$ cat src/rtl/regfile_sb_if.sv
// Port bundle for regfile_sb: write-back writes, decode reads and reservations, debug view.
// The master side is the pipeline (decode + write-back); the slave side is the register file.
interface regfile_sb_if #(
    parameter int DATA_W   = 32,
    parameter int NUM_REGS = 8,
    parameter int ADDR_W   = 4
);
    logic [ADDR_W-1:0]          dstE;
    logic [DATA_W-1:0]          valE;
    logic [ADDR_W-1:0]          dstM;
    logic [DATA_W-1:0]          valM;
    logic [ADDR_W-1:0]          srcA;
    logic [ADDR_W-1:0]          srcB;
    logic [DATA_W-1:0]          valA;
    logic [DATA_W-1:0]          valB;
    logic                       rsv_en;
    logic [ADDR_W-1:0]          rsv_dst;
    logic                       busyA;
    logic                       busyB;
    logic                       hazard;
    logic [NUM_REGS*DATA_W-1:0] regs_flat;

    modport master (
        output dstE, valE, dstM, valM, srcA, srcB, rsv_en, rsv_dst,
        input  valA, valB, busyA, busyB, hazard, regs_flat
    );

    modport slave (
        input  dstE, valE, dstM, valM, srcA, srcB, rsv_en, rsv_dst,
        output valA, valB, busyA, busyB, hazard, regs_flat
    );
endinterface

$ cat src/rtl/regfile_sb.sv
// Parametrised register file with two combinational read ports and a per-register busy scoreboard.
// Optional macro REGFILE_BYPASS_EN forwards same-cycle write data and clears busy on retiring writes.
module regfile_sb #(
    parameter int DATA_W   = 32,
    parameter int NUM_REGS = 8,
    parameter int ADDR_W   = 4,
    parameter int RNONE    = 15
) (
    input  logic         clock,
    input  logic         reset,
    regfile_sb_if.slave  rf
);

    logic [DATA_W-1:0]   regs [NUM_REGS];
    logic [NUM_REGS-1:0] busy;

    logic [NUM_REGS-1:0] weE, weM, rsvOh, srcAOh, srcBOh;
    logic [DATA_W-1:0]   rdA, rdB;
    logic                rdBusyA, rdBusyB;

    // One-hot select; out-of-range IDs and RNONE decode to all zeros, which makes them no-ops.
    function automatic logic [NUM_REGS-1:0] decode(input logic [ADDR_W-1:0] id);
        logic [NUM_REGS-1:0] oh;
        oh = '0;
        for (int i = 0; i < NUM_REGS; i++) begin
            if (id == ADDR_W'(i) && id != ADDR_W'(RNONE)) oh[i] = 1'b1;
        end
        return oh;
    endfunction

    assign weE    = decode(rf.dstE);
    assign weM    = decode(rf.dstM);
    assign rsvOh  = rf.rsv_en ? decode(rf.rsv_dst) : '0;
    assign srcAOh = decode(rf.srcA);
    assign srcBOh = decode(rf.srcB);

    always_ff @(posedge clock or negedge reset) begin
        if (!reset) begin
            for (int i = 0; i < NUM_REGS; i++) regs[i] <= '0;
            busy <= '0;
        end else begin
            for (int i = 0; i < NUM_REGS; i++) begin
                if (weM[i])      regs[i] <= rf.valM;
                else if (weE[i]) regs[i] <= rf.valE;
            end
            // A new reservation beats a retiring write to the same register.
            busy <= (busy & ~(weE | weM)) | rsvOh;
        end
    end

    always_comb begin
        rdA     = '0;
        rdB     = '0;
        rdBusyA = 1'b0;
        rdBusyB = 1'b0;
        for (int i = 0; i < NUM_REGS; i++) begin
            if (srcAOh[i]) begin
                rdA     = regs[i];
                rdBusyA = busy[i];
            end
            if (srcBOh[i]) begin
                rdB     = regs[i];
                rdBusyB = busy[i];
            end
        end
`ifdef REGFILE_BYPASS_EN
        // Forwarding is suppressed during reset so every read port reads zero while it is held.
        if (reset) begin
            if (|(srcAOh & weM))      rdA = rf.valM;
            else if (|(srcAOh & weE)) rdA = rf.valE;
            if (|(srcBOh & weM))      rdB = rf.valM;
            else if (|(srcBOh & weE)) rdB = rf.valE;
            if (|(srcAOh & (weE | weM)) && !(|(srcAOh & rsvOh))) rdBusyA = 1'b0;
            if (|(srcBOh & (weE | weM)) && !(|(srcBOh & rsvOh))) rdBusyB = 1'b0;
        end
`endif
    end

    assign rf.valA   = rdA;
    assign rf.valB   = rdB;
    assign rf.busyA  = rdBusyA;
    assign rf.busyB  = rdBusyB;
    assign rf.hazard = rdBusyA | rdBusyB;

    always_comb begin
        rf.regs_flat = '0;
        for (int i = 0; i < NUM_REGS; i++) begin
            rf.regs_flat[i*DATA_W +: DATA_W] = regs[i];
        end
    end

endmodule

$ cat src/flat_wrapper.sv
// flat-port wrapper written by rule: the top's interface ports become plain ports
module regfile_sb_flat 
#(
    parameter int DATA_W   = 32,
    parameter int NUM_REGS = 8,
    parameter int ADDR_W   = 4,
    parameter int RNONE    = 15
)
  (clock, reset, rf_dstE, rf_valE, rf_dstM, rf_valM, rf_srcA, rf_srcB, rf_rsv_en, rf_rsv_dst, rf_valA, rf_valB, rf_busyA, rf_busyB, rf_hazard, rf_regs_flat);
  regfile_sb_if #(.DATA_W(DATA_W), .NUM_REGS(NUM_REGS), .ADDR_W(ADDR_W)) rf_i ();
  input  logic clock;
  input  logic reset;
  input wire logic [$bits(rf_i.dstE)-1:0] rf_dstE;
  input wire logic [$bits(rf_i.valE)-1:0] rf_valE;
  input wire logic [$bits(rf_i.dstM)-1:0] rf_dstM;
  input wire logic [$bits(rf_i.valM)-1:0] rf_valM;
  input wire logic [$bits(rf_i.srcA)-1:0] rf_srcA;
  input wire logic [$bits(rf_i.srcB)-1:0] rf_srcB;
  input wire logic [$bits(rf_i.rsv_en)-1:0] rf_rsv_en;
  input wire logic [$bits(rf_i.rsv_dst)-1:0] rf_rsv_dst;
  output wire logic [$bits(rf_i.valA)-1:0] rf_valA;
  output wire logic [$bits(rf_i.valB)-1:0] rf_valB;
  output wire logic [$bits(rf_i.busyA)-1:0] rf_busyA;
  output wire logic [$bits(rf_i.busyB)-1:0] rf_busyB;
  output wire logic [$bits(rf_i.hazard)-1:0] rf_hazard;
  output wire logic [$bits(rf_i.regs_flat)-1:0] rf_regs_flat;
  assign rf_i.dstE = rf_dstE;
  assign rf_i.valE = rf_valE;
  assign rf_i.dstM = rf_dstM;
  assign rf_i.valM = rf_valM;
  assign rf_i.srcA = rf_srcA;
  assign rf_i.srcB = rf_srcB;
  assign rf_i.rsv_en = rf_rsv_en;
  assign rf_i.rsv_dst = rf_rsv_dst;
  assign rf_valA = rf_i.valA;
  assign rf_valB = rf_i.valB;
  assign rf_busyA = rf_i.busyA;
  assign rf_busyB = rf_i.busyB;
  assign rf_hazard = rf_i.hazard;
  assign rf_regs_flat = rf_i.regs_flat;
  regfile_sb #(.DATA_W(DATA_W), .NUM_REGS(NUM_REGS), .ADDR_W(ADDR_W), .RNONE(RNONE)) u_core (.clock(clock), .reset(reset), .rf(rf_i));
endmodule
$ cat config.mk
export PLATFORM = sky130hd
export DESIGN_NAME = regfile_sb_flat
export DESIGN_NICKNAME = d
export VERILOG_FILES = /design/src/rtl/regfile_sb_if.sv /design/src/rtl/regfile_sb.sv /design/src/flat_wrapper.sv
export SDC_FILE = /design/constraint.sdc
export NUM_CORES = 1
export LEC_CHECK = 0
export ABC_AREA = 0
export CAP_MARGIN = 20
export CORE_ASPECT_RATIO = 0.6
export CORE_MARGIN = 5
export CORE_UTILIZATION = 51
export DETAILED_ROUTE_END_ITERATION = 12
export GPL_TIMING_DRIVEN = 0
export PLACE_DENSITY = 0.82
export SLEW_MARGIN = 20
export SYNTH_ARGS = -nofsm -noshare
export SYNTH_HDL_FRONTEND = slang
export SYNTH_SLANG_ARGS = --single-unit
$ cat constraint.sdc
create_clock -name clock -period 2.5 [get_ports clock]
set_input_delay 0.5 -clock clock [delete_from_list [all_inputs] [get_ports clock]]
set_output_delay 0.5 -clock clock [all_outputs]
set_load 0.05 [all_outputs]
Word-level counts from Yosys, hierarchy flattened
Index checks and enable logic that the tools add are counted.
{"block": "word_totals", "output_inout_bits": 323, "input_bits": 87, "reg_bits": 264, "elab_cells": 196}
{"block": "op_classes", "mux": 89, "n_bitwise": 5, "eq_ne": 40, "reduce_logical": 53}
{"op": "$mux W32", "n": 32}
{"op": "$eq A4 B3 Y1 const B", "n": 20}
{"op": "$mux W1", "n": 56}
{"op": "$eq A4 B2 Y1 const B", "n": 10}
{"op": "$logic_and A1 B1 Y1", "n": 40}
{"op": "$eq A4 B1 Y1 const B", "n": 5}
{"op": "$logic_not A4 Y1", "n": 5}
{"op": "$ne A4 B4 Y1 const B", "n": 5}
{"op": "$or A8 B8 Y8", "n": 2}
{"op": "$reduce_bool A2 Y1", "n": 8}
{"op": "$and A8 B8 Y8", "n": 1}
{"op": "$mux W8", "n": 1}
{"op": "$not A8 Y8", "n": 1}
{"op": "$or A1 B1 Y1", "n": 1}

Logic depth before layout (Yosys ltp)
Gate-level depths: netlist of run 1.
{"block": "logic_depth", "ltp_word": 12, "depth_mapped": 8, "depth_no_buf": 4}

Worst setup path after synthesis of run 1
Ideal clock, no wire load.
{"block": "synth_timing", "kind": "input-to-output", "start": "input rf_srcB[0]", "end": "output rf_hazard", "arrival_time_ns": 2.945, "slack_ns": -0.945, "path_stages": 6, "cell_sequence": "buf_4 -> buf_6 -> nor2b_1 -> o2bb2ai_1 -> a221oi_1 -> o21bai_1"}
{"block": "synth_via", "elab_chain_cells": 12}
{"element": "start, declared", "line": "flat_wrapper.sv:18", "text": "input wire logic [$bits(rf_i.srcB)-1:0] rf_srcB;"}
{"element": "$ne A4 B4 Y1 or $logic_not A4 Y1 (tied branches)", "line": "regfile_sb.sv:26", "text": "if (id == ADDR_W'(i) && id != ADDR_W'(RNONE)) oh[i] = 1'b1;"}
{"element": "$logic_and A1 B1 Y1", "line": "regfile_sb.sv:26"}
{"element": "$mux W1", "line": "regfile_sb.sv:26"}
{"element": "$mux W1 (7 in a row)", "line": "regfile_sb.sv:61", "text": "if (srcBOh[i]) begin"}
{"element": "$mux W1 *", "line": "regfile_sb.sv:61"}
{"element": "via rf_busyB", "line": "flat_wrapper.sv:24", "text": "output wire logic [$bits(rf_i.busyB)-1:0] rf_busyB;"}
{"element": "$or A1 B1 Y1 *", "line": "regfile_sb.sv:83", "text": "assign rf.hazard = rdBusyA | rdBusyB;"}
{"element": "end, declared", "line": "flat_wrapper.sv:25", "text": "output wire logic [$bits(rf_i.hazard)-1:0] rf_hazard;"}
Mark *: on every way through the listed nets, which the timed path passes. The rest lies on a longest branch.

Final worst setup path of run 1
{"block": "layout_timing", "start": "register u_core.regs (netlist bit u_core.rf.regs_flat[98])", "end": "output rf_valA[2]"}
{"block": "layout_via", "elab_chain_cells": 5}
{"element": "start, declared", "line": "regfile_sb.sv:14", "text": "logic [DATA_W-1:0] regs [NUM_REGS];"}
{"element": "start signal, assigned by index", "line": "regfile_sb.sv:43", "text": "if (weM[i]) regs[i] <= rf.valM;"}
{"element": "start signal, assigned by index", "line": "regfile_sb.sv:44", "text": "else if (weE[i]) regs[i] <= rf.valE;"}
{"element": "$mux W32 (5 in a row)", "line": "regfile_sb.sv:57", "text": "if (srcAOh[i]) begin"}
{"element": "end, declared", "line": "flat_wrapper.sv:21", "text": "output wire logic [$bits(rf_i.valA)-1:0] rf_valA;"}
No other way between the ends.

==> results of run 1 <==
-- how the worst min path moves through the flow --
stage,slack (ps),startpoint,to
finish,270,rf_valM[11],u_core.rf.regs_flat[107]$_DFFE_PN0P_
global route,300,rf_valM[26],u_core.rf.regs_flat[122]$_DFFE_PN0P_
CTS,270,rf_valM[11],u_core.rf.regs_flat[107]$_DFFE_PN0P_
detailed placement,320,reset,u_core.rf.regs_flat[0]$_DFFE_PN0P_
global placement,520,u_core.busy[2]$_DFF_PN0_,u_core.busy[2]$_DFF_PN0_
floorplan,200,reset,u_core.busy[0]$_DFF_PN0_
-- kinds of logic (layout without fill, tap and decap cells) --
| kind of cell | Yosys count | after routing | synth area share |
|---|---|---|---|
| buffers and inverters | 223 | 729 | 0.0693 |
| DFF | 264 | 264 | 0.387 |
| muxes | 364 | 364 | 0.241 |
| and+or+nand+nor | 504 | 504 | 0.137 |
| other | 0 | 2 | 0 |
| AOI/OAI and AO/OA | 493 | 493 | 0.166 |
-- layer usage --
metal,global-route usage,routed length [µm]
met5,0,79
met4,0.281,7370
met3,0.253,18900
met2,0.667,38200
met1,0.648,34600
-- stage by stage --
| step | area [µm²] | total power (µW) | setup WS, ps | std cells |
|---|---|---|---|---|
| 2_1_floorplan | 17400 | 12100 | -327 | 1848 |
| 3_3_place_gp | 21400 | 15600 | -10730 | 2640 |
| 5_1_grt | 25000 | 21500 | -241 | 2804 |
| 3_5_place_dp | 21500 | 15800 | -2080 | 2643 |
| 4_1_cts | 24200 | 20500 | -171 | 2768 |
| 6_report | 25000 | 21200 | -287 | 2806 |
-- cells in the mapped netlist (2+ instances only) --
master / instances / share of area
a2111oi_0: 4 / 0.0021
a211o_1: 3 / 0.0015
a211oi_1: 46 / 0.020
a21o_1: 11 / 0.0048
a21oi_1: 79 / 0.023
a221o_1: 3 / 0.0018
a221oi_1: 2 / 0.0010
a22oi_1: 10 / 0.0044
a311oi_1: 2 / 0.0010
a31oi_1: 3 / 0.0011
a32o_1: 4 / 0.0023
and3_1: 6 / 0.0022
buf_1: 28 / 0.0062
buf_2: 28 / 0.0082
buf_4: 23 / 0.010
buf_6: 26 / 0.017
clkbuf_1: 107 / 0.024
dfrtp_1: 264 / 0.39
inv_1: 8 / 0.0018
mux2_2: 6 / 0.0040
mux2i_1: 322 / 0.19
mux4_1: 2 / 0.0031
mux4_2: 34 / 0.045
nand2_1: 275 / 0.061
nand2b_1: 23 / 0.0084
nand2b_2: 2 / 0.0010
nand3_1: 6 / 0.0018
nand3b_1: 25 / 0.011
nor2_1: 102 / 0.022
nor2_4: 3 / 0.0020
nor2b_1: 17 / 0.0062
nor3_1: 10 / 0.0029
nor3_4: 4 / 0.0038
nor3b_1: 3 / 0.0013
nor4_1: 11 / 0.0040
o21ai_0: 122 / 0.036
o21ai_1: 143 / 0.042
o22ai_1: 48 / 0.018
o31ai_1: 2 / 0.00088
o32ai_1: 3 / 0.0015
or2_2: 3 / 0.0011
or3_1: 2 / 0.00073
-- report_power, final --
part	internal (µW)	total, µW	leakage, µW	switching (µW)
clock network	2470	4390	0.000453	1930
logic	3520	10100	0.00620	6550
registers	5190	6720	0.00321	1530
total	11200	21200	0.00986	10000
-- registers in the layout, summed over array words and instances, names as in the netlist --
name / flops
u_core.busy: 8
u_core.rf.regs_flat: 256
-- what timing repair did --
action / in CTS / in global routing
endpoints found under the setup margin: 105 / 81
pin swaps: 55 / 51
resized for setup: 743 / 147
endpoints found under the hold margin: 8 / 0
buffers inserted: 71 / 39
gates cloned: 6 / 3
hold buffers: 1 / 0
-- layout make-up --
class	count	area [µm²]	area share
clock inverters	9	131	0.00524
repair buffers	459	4680	0.187
inverters	9	38.8	0.00155
plain buffers	213	1830	0.0730
well taps	450	563	0.0225
diodes	2	5.00	0.000200
flip-flops and latches	264	6610	0.264
multi-input cells	1361	10400	0.416
clock buffers	39	779	0.0311
-- critical path, stage by stage, from the launching register on --
cell	delay, ps
dfrtp_2	460
mux4_2	480
a22oi_1	300
o21ai_0	200
buf_4	250
==> results.sh, run 1 <==
export IMPL_critPathLaunchType="register"
export IMPL_gp_congestion=1.04
export IMPL_grt_ovfl_total=0
export IMPL_fmax_mhz=359
export IMPL_power_density_nw_per_um2=846
export IMPL_fin_hold_ws_ps=273
export IMPL_synth_edf_count=0
export IMPL_netlist_instances=1848
export IMPL_tns_ps=-4490
export IMPL_avgSynthCellArea_um2=9.23
export IMPL_hold_class="in2reg"
export IMPL_postLayoutCoreUtil=0.765
export IMPL_mostFrequentLayoutCell="mux2i_1"
export IMPL_violations="negative setup slack"
export IMPL_rows=51
export IMPL_skew_ps=0
export IMPL_cts_tree="done"
export IMPL_critPathArrivalTime_ps=2290
export IMPL_clock_sinks=264
export IMPL_post_route_period_util=1.11
export IMPL_grt_pass1_vias=19038
export IMPL_fillers=2198
export IMPL_drc=0
export IMPL_post_drt_wl_per_cell_um=35.3
export IMPL_regToRegEndpoint="u_core.rf.regs_flat[123]$_DFFE_PN0P_"
export IMPL_die_w_um=246
export IMPL_vdd_ir_drop_max_v=0.000712
export IMPL_numPortBuffers=342
export IMPL_slew_headroom=0.254
export IMPL_ys_warn_count=0
export IMPL_firstDrtPassIters=6
export IMPL_grtUsageTotal=0.498
export IMPL_layout_common_cells="315 x mux2i_1, 273 x nand2_1, 265 x clkdlybuf4s50_1, 260 x dfrtp_1, 149 x o21ai_1"
export IMPL_end_kind="primary output"
export IMPL_ios=410
export IMPL_cts_buffers=26
export IMPL_insertion_delay_ps=590
export IMPL_grt_max_degree=93
export IMPL_reg2reg_from="u_core.rf.regs_flat[123]$_DFFE_PN0P_"
export IMPL_hold_depth=3
export IMPL_async_flop_share=1.00
export IMPL_core_um2=32700
export IMPL_dr_total_vias=20172
export IMPL_fp_dieArea_um2=37300
export IMPL_drive_above_1_share=0.251
export IMPL_setup_slack_ps=-287
export IMPL_status="finished with violations"
export IMPL_nets=2421
export IMPL_hold_viol_final=0
export IMPL_clkSlewWorstSetupHoldPaths_ps=90
export IMPL_crit_type="reg2out"
export IMPL_cp_startpoint="u_core.rf.regs_flat[98]$_DFFE_PN0P_"
export IMPL_synth_cell_area_um2=17100
export IMPL_synth_nets=1935
export IMPL_htreeDepth=1
export IMPL_worstMarginPinSlew_ps=1120
export IMPL_ys_seq_elements=264
export IMPL_p_leak_uw=0.00986
export IMPL_area_delta_synth_final_pct=46.9
export IMPL_path_max_fanout=4
export IMPL_crit_end="rf_valA[2]"
export IMPL_root_buffer="clkbuf_16"
export IMPL_yosysSeqAreaShare=0.387
export IMPL_synthDistinctLibCells=65
export IMPL_vias_per_cell=7.19
export IMPL_hpwlAfterDp_mm=65.7
export IMPL_rrSetupSlack_ps=1440
export IMPL_grt_pass1_wl_mm=134
export IMPL_maxSlewViolCount=0
export IMPL_wl_mm=99.1
export IMPL_drv_cap=0
export IMPL_min_period_ps=2790
export IMPL_reg2reg_depth=3
export IMPL_drtAntennaViolNets=0
export IMPL_rsz0062_at_grt="yes"
export IMPL_ctsLongestPathBuffers=3
export IMPL_drtIter0Drc=3820
export IMPL_ys_flop_type="dfrtp_1"
export IMPL_setup_viol_count_final=60
export IMPL_cp_required_ps=2000
export IMPL_die_h_um=152
export IMPL_antenna_found_initial=2
export IMPL_initial_utilization=0.521
No activity file was read; power rests on OpenSTA's default activity.
==> run 2: changes to the inputs <==
--- a/config.mk
+++ b/config.mk
@@ -10,10 +10,11 @@
 export CORE_ASPECT_RATIO = 0.6
 export CORE_MARGIN = 5
 export CORE_UTILIZATION = 51
+export CTS_BUF_LIST = sky130_fd_sc_hd__clkbuf_16
 export DETAILED_ROUTE_END_ITERATION = 12
 export GPL_TIMING_DRIVEN = 0
 export PLACE_DENSITY = 0.82
-export SLEW_MARGIN = 20
+export SLEW_MARGIN = 25
 export SYNTH_ARGS = -nofsm -noshare
 export SYNTH_HDL_FRONTEND = slang
 export SYNTH_SLANG_ARGS = --single-unit
==> results.sh, run 2 (same netlist as run 1, synthesis figures left out) <==
export IMPL_status="finished with violations"
export IMPL_violations="negative setup slack"
export IMPL_hold_depth=3
export IMPL_insertion_delay_ps=580
export IMPL_vias_per_cell=7.08
export IMPL_die_h_um=152
export IMPL_multi_input_area_um2=10300
export IMPL_setup_viol_count_final=33
export IMPL_hold_class="in2reg"
export IMPL_path_max_fanout=4
export IMPL_gp_congestion=1.04
export IMPL_rows=51
export IMPL_grt_max_degree=92
export IMPL_reg2reg_depth=4
export IMPL_skew_ps=0
export IMPL_grt_pass1_vias=19101
export IMPL_fillers=2283
export IMPL_drtIter0Drc=3635
export IMPL_largest_reg_flops=256
export IMPL_hold_end="u_core.rf.regs_flat[90]$_DFFE_PN0P_"
export IMPL_dp_slack_ps=-2070
export IMPL_power_internal_uw=10700
export IMPL_post_route_period_util=1.11
export IMPL_grt_ovfl_total=0
export IMPL_hpwlAfterDp_mm=65.7
export IMPL_path_cells="mux4_2, a22oi_1, o21ai_0, buf_4"
export IMPL_slew_headroom=0.210
export IMPL_postLayoutCoreUtil=0.752
export IMPL_cts_tree="done"
export IMPL_power_frac_comb=0.486
export IMPL_area_delta_synth_final_pct=44.3
export IMPL_setup_slack_ps=-271
export IMPL_power_frac_clock=0.189
export IMPL_end_kind="primary output"
export IMPL_antenna_found_initial=5
export IMPL_drv_cap=0
export IMPL_nets=2404
export IMPL_fp_dieArea_um2=37300
export IMPL_sw_frac_of_total=0.481
export IMPL_p_leak_uw=0.00970
export IMPL_initial_utilization=0.521
export IMPL_slowest_delay_ps=510
export IMPL_rrSetupSlack_ps=1360
export IMPL_ios=410
export IMPL_root_buffer="clkbuf_16"
export IMPL_cts_buffers=26
export IMPL_die_w_um=246
export IMPL_drtAntennaViolNets=0
export IMPL_postLayoutCellArea_um2=24600
export IMPL_layout_common_cells="319 x mux2i_1, 273 x nand2_1, 265 x clkdlybuf4s50_1, 255 x dfrtp_1, 149 x o21ai_1"
export IMPL_ctsLongestPathBuffers=3
export IMPL_critPathLaunchType="register"
export IMPL_clkSlewWorstSetupHoldPaths_ps=80
export IMPL_hold_viol_final=0
export IMPL_post_drt_wl_per_cell_um=34.9
export IMPL_maxSlewViolCount=0
export IMPL_power_density_nw_per_um2=834
export IMPL_cpMaxStageDelayCell="mux4_2"
export IMPL_core_um2=32700
export IMPL_vdd_ir_drop_max_v=0.000614
export IMPL_clock_sinks=264
export IMPL_worstMarginPinSlew_ps=1190
export IMPL_htreeDepth=1
export IMPL_grt_pass1_wl_mm=135
export IMPL_grtUsageTotal=0.498
export IMPL_seq_power_share=0.325
export IMPL_postPlaceCellArea_um2=21500
export IMPL_drive_above_1_share=0.230
export IMPL_mostFrequentLayoutCell="mux2i_1"
export IMPL_fmax_mhz=361
export IMPL_p_sw_uw=9880
export IMPL_drc=0
export IMPL_fin_hold_ws_ps=269
export IMPL_wl_mm=97.3
export IMPL_reg2reg_from="u_core.rf.regs_flat[123]$_DFFE_PN0P_"
export IMPL_crit_type="reg2out"
export IMPL_numPortBuffers=342
export IMPL_layout_area_seq_um2=6620
export IMPL_dr_total_vias=19745
export IMPL_critPathBufInv=1
export IMPL_firstDrtPassIters=10
export IMPL_min_period_ps=2770
export IMPL_regToRegEndpoint="u_core.rf.regs_flat[123]$_DFFE_PN0P_"
export IMPL_critical_path_top_delay_family="multiplexers"
export IMPL_critPathArrivalTime_ps=2270
export IMPL_worstHoldStart="rf_valM[26]"
export IMPL_tns_ps=-1620
export IMPL_rsz0062_at_grt="yes"
export IMPL_cp_required_ps=2000
[run 2: changes by cell type in the layout (fill, tap and decap cells not counted), moves of 5 or more]
cell | previous run | this run
a211oi_1 | 4 | 10
a211oi_2 | 36 | 30
buf_12 | 35 | 28
buf_6 | 93 | 81
clkbuf_1 | 85 | 80
clkbuf_8 | 14 | 7
clkinv_1 | 0 | 9
dfrtp_1 | 260 | 255
dfrtp_2 | 4 | 9
inv_1 | 7 | 15
nor2_1 | 84 | 93
nor2_2 | 11 | 5
[run 2: area by class of cell]
type / count / area share
Buffer: 210 / 0.0721
Multi-Input combinational cell: 1361 / 0.418
Tap cell: 450 / 0.0229
Antenna cell: 2 / 0.000203
Timing Repair Buffer: 445 / 0.185
Clock buffer: 26 / 0.0264
Sequential cell: 264 / 0.269
Clock inverter: 21 / 0.00488
Inverter: 9 / 0.00168
[run 2: tightest hold or removal path: cells and delay by family]
kind / cells / cell delay, ps
buffers and inverters: 1 / 170
AOI/OAI and AO/OA: 1 / 50
and+or+nand+nor: 1 / 90
[run 2: worst max-delay path by stage]
stage | startpoint | to | slack [ps] | cells after the start
2_1_floorplan | rf_srcA[2] | rf_valA[2] | -330 | 5
3_3_place_gp | reset | u_core.rf.regs_flat[208]$_DFFE_PN0P_ | -10730 | 1
3_5_place_dp | rf_srcA[0] | rf_valA[18] | -2070 | 8
4_1_cts | u_core.rf.regs_flat[123]$_DFFE_PN0P_ | rf_valA[27] | -150 | 5
5_1_grt | u_core.rf.regs_flat[66]$_DFFE_PN0P_ | rf_valA[2] | -220 | 4
6_report | u_core.rf.regs_flat[98]$_DFFE_PN0P_ | rf_valA[2] | -270 | 4
[run 2: power by group through the flow]
stage          Combinational, µW  Clock [µW]  Sequential [µW]
2_1_floorplan               2850           0             9260
4_1_cts                     9610        3790             6500
3_5_place_dp                9220           0             6540
6_report                    9980        3880             6680
3_3_place_gp                9080           0             6530
5_1_grt                    10300        3990             6690
[run 2: repair_timing]
item / 4_1_cts / 5_1_grt
gates resized for setup: 724 / 135
endpoints found under the setup margin: 98 / 96
pin swaps: 40 / 48
endpoints found under the hold margin: 18 / 0
hold buffers: 1 / 0
buffers inserted: 56 / 37
gates cloned: 8 / 2
[run 2: metrics by stage]
stage / total power [µW] / cells
after floorplan: 12100 / 1848
after global placement: 15600 / 2640
after detailed placement: 15800 / 2643
after CTS: 19900 / 2753
after global routing: 21000 / 2786
final: 20500 / 2788
[run 2: per-layer routing]
metal	global-route usage	wire [µm]	vias up
met5	0	67	-
met4	0.244	6850	10
met1	0.650	34400	9476
met3	0.244	18000	556
li1	-	-	7532
met2	0.691	38000	2171
